[src/rtl/phase_sequencer.sv]
// One-hot phase sequencer (F/R/X/M/W) with fetch/data waits, halt handling and counters.
// Optional single-step support is enabled by defining PHASE_STEP_EN.
module phase_sequencer #(
    parameter int unsigned CNT_W    = 32,
    parameter int unsigned MAX_WAIT = 255
) (
    input  logic             clk,
    input  logic             rst,
    input  logic             run,
    input  logic             halt_req,
    input  logic             imem_rdy,
    input  logic             dmem_req,
    input  logic             dmem_rdy,
`ifdef PHASE_STEP_EN
    input  logic             step_mode,
    input  logic             step,
`endif
    output logic [4:0]       phase,
    output logic             busy,
    output logic             halted,
    output logic             err,
    output logic [CNT_W-1:0] instr_cnt,
    output logic [CNT_W-1:0] stall_cnt
);

    typedef enum logic [2:0] {
        S_IDLE,
        S_F,
        S_R,
        S_X,
        S_M,
        S_W,
        S_HALT
    } state_t;

    localparam logic [31:0] MAX_WAIT_L = 32'(MAX_WAIT);

    state_t      state, state_nxt;
    logic [31:0] wait_cnt;
    logic        halt_pending, halt_pending_nxt;
    logic        waiting, timeout, retire, go, stop_after_w, in_exec;

`ifdef PHASE_STEP_EN
    assign go           = run | step;
    assign stop_after_w = halt_pending | halt_req | step_mode;
`else
    assign go           = run;
    assign stop_after_w = halt_pending | halt_req;
`endif

    assign in_exec = (state != S_IDLE) && (state != S_HALT);

    always_comb begin
        state_nxt = state;
        waiting   = 1'b0;
        timeout   = 1'b0;
        retire    = 1'b0;
        case (state)
            S_IDLE: if (run) state_nxt = S_F;
            S_HALT: if (go) state_nxt = S_F;
            S_F: begin
                if (imem_rdy) state_nxt = S_R;
                else          waiting   = 1'b1;
            end
            S_R: state_nxt = S_X;
            S_X: state_nxt = S_M;
            S_M: begin
                if (!dmem_req || dmem_rdy) state_nxt = S_W;
                else                       waiting   = 1'b1;
            end
            S_W: begin
                retire    = 1'b1;
                state_nxt = stop_after_w ? S_HALT : S_F;
            end
            default: state_nxt = S_IDLE;
        endcase
        // The waiting cycle that brings the count up to MAX_WAIT is the last one.
        if (waiting && (MAX_WAIT_L != 32'd0) && ((wait_cnt + 32'd1) >= MAX_WAIT_L)) begin
            timeout   = 1'b1;
            state_nxt = S_HALT;
        end
    end

    always_comb begin
        halt_pending_nxt = halt_pending;
        if (state_nxt == S_HALT && state != S_HALT)
            halt_pending_nxt = 1'b0;
        else if (in_exec && halt_req)
            halt_pending_nxt = 1'b1;
    end

    always_ff @(posedge clk or posedge rst) begin
        if (rst) begin
            state        <= S_IDLE;
            phase        <= '0;
            busy         <= 1'b0;
            halted       <= 1'b0;
            err          <= 1'b0;
            instr_cnt    <= '0;
            stall_cnt    <= '0;
            halt_pending <= 1'b0;
            wait_cnt     <= '0;
        end else begin
            state        <= state_nxt;
            halt_pending <= halt_pending_nxt;
            phase        <= '0;
            case (state_nxt)
                S_F:     phase <= 5'b00001;
                S_R:     phase <= 5'b00010;
                S_X:     phase <= 5'b00100;
                S_M:     phase <= 5'b01000;
                S_W:     phase <= 5'b10000;
                default: phase <= '0;
            endcase
            busy   <= (state_nxt != S_IDLE) && (state_nxt != S_HALT);
            halted <= (state_nxt == S_HALT);
            if (timeout)
                err <= 1'b1;
            else if (state == S_HALT && go)
                err <= 1'b0;
            if (retire)
                instr_cnt <= instr_cnt + CNT_W'(1);
            if (waiting)
                stall_cnt <= stall_cnt + CNT_W'(1);
            wait_cnt <= (waiting && state_nxt == state) ? wait_cnt + 32'd1 : '0;
        end
    end

endmodule

[config.mk]
export PLATFORM = sky130hd
export DESIGN_NAME = phase_sequencer
export DESIGN_NICKNAME = d
export VERILOG_FILES = /design/src/rtl/phase_sequencer.sv
export SDC_FILE = /design/constraint.sdc
export NUM_CORES = 1
export LEC_CHECK = 0
export ABC_CLOCK_PERIOD_IN_PS = 3750
export BUFFER_PORTS_ARGS = -buffer_cell sky130_fd_sc_hd__buf_4
export CAP_MARGIN = 20
export CORE_UTILIZATION = 57
export DETAILED_ROUTE_END_ITERATION = 12
export PLACE_DENSITY = 0.85
export SETUP_SLACK_MARGIN = 0.4
export SLEW_MARGIN = 5
export SYNTH_ARGS = -nofsm -noshare
export SYNTH_HDL_FRONTEND = slang
export SYNTH_SLANG_ARGS = --single-unit
[constraint.sdc]
create_clock -name clk -period 3.75 [get_ports clk]
set_clock_uncertainty 0.05 [all_clocks]
set_input_delay 0.1875 -clock clk [delete_from_list [all_inputs] [get_ports clk]]
set_output_delay 0.1875 -clock clk [all_outputs]
set_load 0.01 [all_outputs]
==> results of run 1 <==
## state kept, by name, indices dropped and copies added, names as in the netlist
name / count
err: 1
state: 3
wait_cnt: 32
phase: 5
busy: 1
halt_pending: 1
stall_cnt: 32
instr_cnt: 32
halted: 1
## cell usage in the layout (no fill, tap or decap), types with 3 or more instances in the layout
master	netlist	layout
nor4_1	6	6
dfrtp_1	108	108
buf_4	1	83
nor3_1	14	14
nor2_1	42	42
ha_1	4	4
nand4_1	25	25
xor2_1	21	21
o21ai_0	11	11
or3_1	6	6
nor2b_1	3	3
a21oi_1	9	9
and4_1	11	11
nand3b_1	4	4
conb_1	1	24
inv_1	10	9
inv_6	0	4
clkbuf_8	0	10
nand2_1	44	44
xnor2_1	50	50
o21ai_1	3	3
nand2b_1	5	4
or4_4	2	3
or4_1	6	5
and3_1	14	14
nand3_2	3	3
nand3_1	36	36
or3b_2	3	3
## path summary, 6_finish.rpt
path	from	to	slack, ps	cells after the start
min in group asynchronous	rst	instr_cnt[31]$_DFFE_PP0N_	290	3
worst min register to register	instr_cnt[31]$_DFFE_PP0N_	instr_cnt[31]$_DFFE_PP0N_	440	1
worst max register to register	wait_cnt[2]$_DFF_PP0_	phase[3]$_DFF_PP0_	600	9
max in group asynchronous	rst	wait_cnt[10]$_DFF_PP0_	2680	4
worst min-delay path	run	err$_DFFE_PP0P_	90	4
worst max-delay path	wait_cnt[2]$_DFF_PP0_	phase[3]$_DFF_PP0_	600	9
## cells by family after synthesis
family	synth area share, %
xor+xnor	12.0
simple gates	25.7
compound gates	6.55
fa+ha+maj	0.964
mux	0.626
buf+inv	2.05
flops	52.0
other cells	0.0722
## synthesized netlist by cell type (2+ instances only)
library cell | n | area share, %
a21oi_2 | 2 | 0.34
nand3b_1 | 4 | 0.58
nand4_1 | 25 | 3.0
nor3_1 | 14 | 1.3
dfrtp_1 | 108 | 52
and2_1 | 2 | 0.24
nand3_1 | 36 | 3.5
o21ai_0 | 11 | 1.1
clkbuf_1 | 8 | 0.58
a21o_1 | 2 | 0.29
buf_2 | 4 | 0.39
nor4_1 | 6 | 0.72
o311ai_0 | 2 | 0.34
nor2b_1 | 3 | 0.36
and4bb_1 | 2 | 0.48
or3_1 | 6 | 0.72
nor2_1 | 42 | 3.0
nand4bb_1 | 2 | 0.43
nand3_2 | 3 | 0.58
xnor2_1 | 50 | 8.4
mux2_2 | 2 | 0.43
a311o_1 | 2 | 0.39
o31ai_1 | 2 | 0.29
inv_1 | 10 | 0.72
or3b_2 | 3 | 0.51
nand2b_1 | 5 | 0.60
xor2_1 | 21 | 3.5
ha_1 | 4 | 0.96
and3_1 | 14 | 1.7
a21oi_1 | 9 | 0.87
or4_4 | 2 | 0.43
or4_1 | 6 | 0.87
o21ai_1 | 3 | 0.29
and4_1 | 11 | 1.9
nor3b_1 | 2 | 0.29
nand2_1 | 44 | 3.2
## critical path, stage by stage, from the launching register on
cell and delay (ps):
dfrtp_1 490, nand4_1 260, buf_4 220, or3_1 490, nor4_1 300, a21oi_1 80, or4b_1 490, nor4_2 240
nand2b_2 250, and4bb_1 220
## metal layers
metal / track usage, % / part of all wire, % / vias up
met5: 0 / 0 / -
met4: 9.05 / 1.7 / 0
met3: 3.74 / 4.4 / 20
met2: 38.3 / 49 / 115
met1: 33.0 / 45 / 1985
li1: - / - / 1956
## stage by stage
step	area, um^2	utilization, %	total power (uW)	worst slack [ps]
after floorplan	5280	-	1810	667
after global routing	6210	70.9	2860	468
final	6210	70.9	2710	597
after CTS	6150	70.2	2720	442
after global placement	5960	68.0	2010	595
after detailed placement	5960	68.0	2030	454
## final cells by class
cell class	instances	area [um^2]	area share, %
well taps	108	135	2.18
inverters	10	40.0	0.645
multi-input cells	388	2480	39.9
repair buffers	85	661	10.6
flip-flops and latches	108	2700	43.5
clock inverters	6	60.1	0.967
clock buffers	10	138	2.22
## timing repair
| item | 4_1_cts | 5_1_grt |
|---|---|---|
| hold buffers | 0 | 1 |
| endpoints found under the setup margin | 0 | 17 |
| endpoints found under the hold margin | 0 | 24 |
| resized for setup | 0 | 2 |
| setup buffers | 0 | 2 |
## report_power, final
part           total, uW  internal, uW  switching (uW)
logic                571           289             282
clock network        695           277             418
registers           1440          1280             158
total               2710          1850             858
==> results.py, run 1 <==
metrics = {
    "finish": {
        "drive_gt1_share_pct": 19.9,
        "diodes": 0,
        "syn2layout_area_growth_pct": 19.6,
        "fin_cells": 715,
        "nets": 613,
        "nFillCells": 645,
    },
    "clock_tree": {
        "cts_buffers": 9,
        "clk_pin_slew_ps": 100,
        "cts_sinks": 108,
        "cts_tree": "done",
        "cts-htree-levels": 3,
        "cts_root_buffer": "clkbuf_8",
        "cts_buffer_depth": 2,
        "clk_latency_ps": 370,
    },
    "power_and_ir_drop": {
        "p_per_area_nw_per_um2": 436,
        "leakage_uw": 0.00282,
        "ir_worst_vdd_mv": 0.217,
    },
    "sta": {
        "setup-tns-final_ps": 0,
        "setup_viol": 0,
        "worstMarginPinSlew_ps": 761,
        "slew_headroom_pct": 48.8,
        "rsz0062_at_grt": "false",
        "max_freq_mhz": 317,
        "fin_crit_sh_pct": 84.1,
        "finalHoldViolations": 0,
        "drv_slew": 0,
        "fin_crit_ps": 3150,
        "holdWs_ps": 89.7,
    },
    "floorplan": {
        "coreArea_um2": 8760,
        "die_w_um": 97.4,
        "start_util_pct": 59.3,
        "pin_count": 79,
        "die_height_um": 97.4,
        "die-area_um2": 9500,
        "rows": 34,
    },
    "placement": {
        "dp_cells": 695,
        "io_buffers": 78,
        "gp_congestion": 0.934,
        "place_hpwl_mm": 7.95,
    },
    "grt": {
        "grt_pass1_vias": 3908,
        "grt_pass1_wl_mm": 18.6,
        "grt_max_degree": 83,
        "antenna_found_initial": 0,
        "overflow": 0,
        "grt_util_all_layers_pct": 23.9,
    },
    "setup_path": {
        "start_kind": "flop",
        "crit_type": "reg -> reg",
        "critPathCaptureType": "flop",
        "crit_required_ps": 4010,
        "worstPathArrival_ps": 3410,
        "critPathMaxFanout": 9,
    },
    "logic_synthesis": {
        "ys_ff_latch": 108,
        "netlist_area_um2": 5190,
        "yosysUniqueCellTypes": 61,
        "ys_warn_count": 0,
        "synth_edf_count": 0,
        "yosys_most_used_dff": "dfrtp_1",
        "ys_seq_area_share_pct": 52.0,
        "syn_inst": 497,
        "async_reset_ff_share_pct": 100,
        "synth_area_per_cell_um2": 10.4,
    },
    "hold_path": {
        "hold_path.class": "in -> reg",
    },
    "status": {
        "status": "complete, no violations",
    },
    "drt": {
        "via_per_inst": 5.70,
        "post_drt_wl_per_cell_um": 15.2,
        "drtAntennaViolNets": 0,
        "wl_mm": 10.9,
        "drc": 0,
        "vias": 4076,
        "drt_iter0_drc": 177,
        "first_pass_iters": 4,
    },
    "flow_run": {
        "maxCapViolations": 0,
    },
}
Note: power is estimated with default switching activity, not from simulation.
==> inputs of run 2 (changes only) <==
- ABC_CLOCK_PERIOD_IN_PS: 3750 -> 3000
- clock period: 3.75 -> 3 ns (I/O delays scaled with it)
==> results.py, run 2 (synthesized netlist as in run 1, its figures left out) <==
metrics = {
    "setup_path": {
        "cp_num_buf_inv": 2,
        "crit_type": "reg -> reg",
        "crit_path_cell_trace": "nand3_2 -> or4_4 -> buf_6 -> o21ai_2 -> and3_1 -> or4b_4 -> nor4_4 -> buf_4 -> nand2_8 -> a21oi_2",
        "worstPathArrival_ps": 3190,
        "critPathMaxFanout": 8,
        "critPathCaptureType": "flop",
        "r2r_cells": 10,
        "cpLargestDelayFamily": "simple AND/OR/NAND/NOR gates",
        "cp.depth": 10,
        "worst_path_largest_cell_delay_ps": 580,
        "crit_required_ps": 3260,
        "slowest_stage": "or4_4",
        "start_kind": "flop",
    },
    "sta": {
        "slew_headroom_pct": 49.2,
        "fin_crit_ps": 2930,
        "drv_slew": 0,
        "setup_viol": 0,
        "rsz0062_at_grt": "true",
        "fin_ws_ps": 67.7,
        "worstMarginPinSlew_ps": 762,
        "finalHoldViolations": 0,
        "holdWs_ps": 26.9,
        "setup-tns-final_ps": 0,
        "max_freq_mhz": 341,
        "fin_crit_sh_pct": 97.7,
    },
    "finish": {
        "layout_commonest_cell": "buf_4",
        "seqCellArea_um2": 2700,
        "nets": 661,
        "utilization_pct": 76.8,
        "multi_input_area_um2": 2660,
        "diodes": 0,
        "reg_top3": "instr_cnt x32, stall_cnt x32, wait_cnt x32",
        "finalInstanceArea_um2": 6730,
        "final_cell_mix": "buf_4, dfrtp_1, xnor2_1",
        "drive_gt1_share_pct": 29.2,
        "syn2layout_area_growth_pct": 29.6,
        "nFillCells": 558,
    },
    "floorplan": {
        "rows": 34,
        "pin_count": 79,
        "die_w_um": 97.4,
        "die_height_um": 97.4,
        "start_util_pct": 59.3,
        "die-area_um2": 9500,
        "coreArea_um2": 8760,
    },
    "power_and_ir_drop": {
        "p_per_area_nw_per_um2": 512,
        "ir_worst_vdd_mv": 0.267,
        "leakage_uw": 0.00307,
    },
    "drt": {
        "drt_iter0_drc": 331,
        "drtAntennaViolNets": 0,
        "post_drt_wl_per_cell_um": 16.7,
        "via_per_inst": 5.87,
        "wl_mm": 12.7,
        "vias": 4470,
        "first_pass_iters": 5,
        "drc": 0,
    },
    "clock_tree": {
        "cts_buffers": 9,
        "clk_latency_ps": 380,
        "cts_sinks": 108,
        "cts-htree-levels": 3,
        "cts_root_buffer": "clkbuf_8",
        "cts_tree": "done",
        "cts_buffer_depth": 2,
        "clk_pin_slew_ps": 110,
    },
    "grt": {
        "overflow": 0,
        "grt_max_degree": 63,
        "grt_util_all_layers_pct": 27.4,
        "antenna_found_initial": 0,
        "grt_pass1_wl_mm": 20.9,
        "grt_pass1_vias": 4298,
    },
    "status": {
        "status": "complete, no violations",
    },
    "placement": {
        "gp_congestion": 0.995,
        "dp_worst_setup_slack_ps": -58.8,
        "dpl_cell_area_um2": 6250,
        "io_buffers": 78,
        "place_hpwl_mm": 8.59,
    },
    "flow_run": {
        "maxCapViolations": 0,
    },
    "hold_path": {
        "hold_path.class": "in -> reg",
        "hold_depth": 3,
    },
}
run 2: metrics by stage:
stage,power [uW],instances
after floorplan,2260,520
after global placement,2550,731
after detailed placement,2590,731
after CTS,3460,759
after global routing,3620,762
final,3450,762
run 2: layout make-up:
type	instances	share of cell area [%]
Timing Repair Buffer	132	15.0
Tap cell	108	2.01
Sequential cell	108	40.1
Clock buffer	9	1.84
Clock inverter	6	0.892
Multi-Input combinational cell	389	39.5
Inverter	10	0.613
run 2: final timing paths:
| path | from | to | slack, ps |
|---|---|---|---|
| min reg2reg | stall_cnt[31]$_DFFE_PP0P_ | stall_cnt[31]$_DFFE_PP0P_ | 420 |
| min in group asynchronous | rst | instr_cnt[25]$_DFFE_PP0N_ | 470 |
| max reg2reg | wait_cnt[4]$_DFF_PP0_ | wait_cnt[4]$_DFF_PP0_ | 70 |
| max in group asynchronous | rst | err$_DFFE_PP0P_ | 1840 |
| min | imem_rdy | phase[1]$_DFF_PP0_ | 30 |
| max | wait_cnt[4]$_DFF_PP0_ | wait_cnt[4]$_DFF_PP0_ | 70 |
run 2: worst register-to-register path, delay by kind of cell (launching register included):
family,cells,cell delay [ps]
AOI/OAI and AO/OA,2,240
and+or+nand+nor,6,1740
buffers and inverters,2,330
DFF,1,510
run 2: timing repair:
item | in CTS | in global routing
buffers inserted | 11 | 3
pin swaps | 5 | 2
hold endpoints to repair | 53 | 0
resized for setup | 31 | 9
hold buffers | 1 | 0
setup endpoints to repair | 18 | 21
cloned | 1 | 0
run 2: power breakdown:
part	switching, uW	internal (uW)
clock network	533	315
logic	459	403
registers	133	1600
total	1130	2320
run 2: metal layers:
layer	part of all wire, %	up-vias	GRT usage (%)
met5	0	-	0
met4	2.9	0	11.8
met3	5.9	42	3.67
met2	50	194	44.8
met1	41	2181	36.8
li1	-	2053	-
==> inputs of run 3 (changes only) <==
- ABC_AREA: default -> 1
- TNS_END_PERCENT: default -> 20
==> results.py, run 3 <==
metrics = {
    "floorplan": {
        "coreArea_um2": 9280,
        "die_height_um": 100,
        "rows": 35,
        "die_w_um": 100,
        "pin_count": 79,
        "start_util_pct": 59.0,
        "die-area_um2": 10000,
    },
    "clock_tree": {
        "clk_pin_slew_ps": 100,
        "cts_buffer_depth": 2,
        "clk_latency_ps": 360,
        "cts_buffers": 9,
        "cts-htree-levels": 3,
        "cts_sinks": 108,
        "cts_tree": "done",
        "cts_root_buffer": "clkbuf_8",
    },
    "sta": {
        "finalHoldViolations": 0,
        "rsz0062_at_grt": "false",
        "fin_ws_ps": 600,
        "fin_crit_ps": 2400,
        "drv_slew": 0,
        "fin_crit_sh_pct": 80.0,
        "setup-tns-final_ps": 0,
        "setup_viol": 0,
        "worstMarginPinSlew_ps": 897,
        "holdWs_ps": 32.3,
        "max_freq_mhz": 417,
        "slew_headroom_pct": 39.7,
    },
    "power_and_ir_drop": {
        "pwr-share-seq_pct": 51.7,
        "p_comb_share_pct": 25.6,
        "p_int_uw": 2280,
        "ir_worst_vdd_mv": 0.327,
        "p_sw_uw": 1210,
        "leakage_uw": 0.00336,
        "pwr-share-clk_pct": 22.7,
        "p_per_area_nw_per_um2": 529,
        "netSwitchingFraction_pct": 34.8,
    },
    "setup_path": {
        "worstPathArrival_ps": 2640,
        "start_kind": "flop",
        "crit_required_ps": 3240,
        "worstReg2RegStart": "wait_cnt[2]$_DFF_PP0_",
        "critPathCaptureType": "flop",
        "slowest_stage": "dfrtp_1",
        "worst_path_largest_cell_delay_ps": 440,
        "crit_type": "reg -> reg",
        "critPathMaxFanout": 8,
        "crit_path_cell_trace": "nand3_1 -> inv_2 -> nand2_4 -> nor2_4 -> nand2_1 -> nand2_1 -> nand2_1 -> nor2_1 -> nand2_1 -> nor2_1 -> nand3_2 -> nand2_4 -> nand2_4 -> a21oi_4 -> nand2_4 -> nor2_1",
        "crit_start": "wait_cnt[2]$_DFF_PP0_",
    },
    "logic_synthesis": {
        "syn_inst": 647,
        "synth_top_area_cell": "dfrtp_1",
        "synth.top_cell.area_share_pct": 49.3,
        "synth.most_common_cell": "nand2_1",
        "yosysUniqueCellTypes": 31,
        "ys_warn_count": 0,
        "synthTopCellsByArea": "dfrtp_1, nand2_1, nor2_1",
        "async_reset_ff_share_pct": 100,
        "ys_seq_area_share_pct": 49.3,
        "synth_edf_count": 0,
        "ys_ff_latch": 108,
        "synth_common_cells": "nand2_1, dfrtp_1, nor2_1, inv_1, xor2_1",
        "synth_area_per_cell_um2": 8.47,
        "yosys_most_used_dff": "dfrtp_1",
        "netlist_area_um2": 5480,
    },
    "drt": {
        "via_per_inst": 5.05,
        "drtAntennaViolNets": 0,
        "wl_mm": 11.9,
        "post_drt_wl_per_cell_um": 13.3,
        "drt_iter0_drc": 243,
        "drc": 0,
        "vias": 4532,
        "first_pass_iters": 6,
    },
    "grt": {
        "antenna_found_initial": 0,
        "grt_pass1_vias": 4444,
        "use_met3_pct": 3.48,
        "grt_max_degree": 63,
        "grt-busiest-layer": "met2",
        "overflow": 0,
        "grt_pass1_wl_mm": 19.8,
        "grt_util_all_layers_pct": 25.0,
        "gr-usage-met2_pct": 43.9,
        "use_met1_pct": 31.8,
    },
    "placement": {
        "gp_congestion": 0.971,
        "dp_worst_setup_slack_ps": 547,
        "io_buffers": 78,
        "place_hpwl_mm": 9.00,
    },
    "finish": {
        "diodes": 0,
        "layout_commonest_cell": "nand2_1",
        "final_cell_mix": "nand2_1, dfrtp_1, nor2_1",
        "syn2layout_area_growth_pct": 20.4,
        "nets": 774,
        "reg_top3": "instr_cnt x32, stall_cnt x32, wait_cnt x32",
        "nFillCells": 715,
        "drive_gt1_share_pct": 20.4,
    },
    "status": {
        "status": "complete, no violations",
    },
    "flow_run": {
        "maxCapViolations": 0,
    },
    "hold_path": {
        "hold_path.class": "in -> reg",
        "min_from": "imem_rdy",
    },
}
## run 3: cell count changes after synthesis, moves of 7 or more
| cell | change |
|---|---|
| nor2_1 | +52 |
| nor2_4 | +9 |
| nand2_2 | +8 |
| nor2_2 | +7 |
| nand3b_1 | +8 |
| nand3_1 | -13 |
| nand4_1 | -13 |
| xnor2_1 | -23 |
| and3_1 | -13 |
| nand2_1 | +133 |
| clkbuf_1 | -8 |
| and4_1 | -11 |
| inv_1 | +60 |
| xor2_1 | +16 |
## run 3: cell families (layout without fill, tap and decap cells)
| family | after synthesis | after routing | synth area share, % |
|---|---|---|---|
| compound gates | 19 | 19 | 1.87 |
| xor+xnor | 64 | 64 | 10.2 |
| fa+ha+maj | 4 | 4 | 0.914 |
| buf+inv | 77 | 175 | 5.32 |
| flops | 108 | 108 | 49.3 |
| other cells | 1 | 24 | 0.0685 |
| simple gates | 374 | 374 | 32.3 |
## run 3: repair_timing
action / in CTS / in global routing
gates resized for setup: 0 / 21
buffers inserted: 0 / 1
endpoints found under the setup margin: 0 / 10
hold buffers: 1 / 0
endpoints found under the hold margin: 61 / 0
## run 3: per-stage QoR
step / total power, uW / cells / instance area [um^2] / util, %
3_5_place_dp: 2660 / 879 / 6330 / 68.2
4_1_cts: 3450 / 896 / 6520 / 70.2
5_1_grt: 3680 / 897 / 6600 / 71.1
3_3_place_gp: 2620 / 879 / 6330 / 68.2
6_report: 3490 / 897 / 6600 / 71.1
2_1_floorplan: 2320 / 670 / 5570 / -
## run 3: worst max-delay path, delay by kind of cell, from the launching register on
kind | cells | cell delay (ps)
AO/OA/AOI/OAI | 1 | 190
flip-flops | 1 | 440
AND/OR/NAND/NOR | 14 | 1470
buffers and inverters | 1 | 180
## run 3: cell type report
type | instances | area, um^2 | share of cell area [%]
clock buffer | 10 | 128 | 1.93
clock inverter | 6 | 45.0 | 0.683
inverter | 76 | 294 | 4.46
multi-input combinational | 485 | 2640 | 40.0
sequential | 108 | 2710 | 41.0
tap | 129 | 161 | 2.45
timing repair buffer | 83 | 626 | 9.48
## run 3: path summary, 6_finish.rpt
| path | to | slack, ps | cells past startpoint |
|---|---|---|---|
| setup / recovery | wait_cnt[5]$_DFF_PP0_ | 600 | 16 |
| hold / removal | phase[1]$_DFF_PP0_ | 30 | 3 |
| setup reg to reg | wait_cnt[5]$_DFF_PP0_ | 600 | 16 |
| hold reg to reg | stall_cnt[31]$_DFFE_PP0P_ | 450 | 1 |
| max in group asynchronous | wait_cnt[0]$_DFF_PP0_ | 1820 | 4 |
| min in group asynchronous | stall_cnt[19]$_DFFE_PP0P_ | 470 | 4 |
## run 3: power groups by stage
stage | Clock (uW) | Combinational [uW] | Sequential [uW]
after floorplan | 0 | 494 | 1820
after global placement | 0 | 809 | 1810
after detailed placement | 0 | 844 | 1810
after CTS | 806 | 854 | 1790
after global routing | 865 | 996 | 1820
final | 793 | 894 | 1800
## run 3: routing by layer
layer / wire length, um / part of all wire, %
met5: 0 / 0
met1: 5060 / 42
met2: 5990 / 50
met4: 227 / 1.9
met3: 667 / 5.6
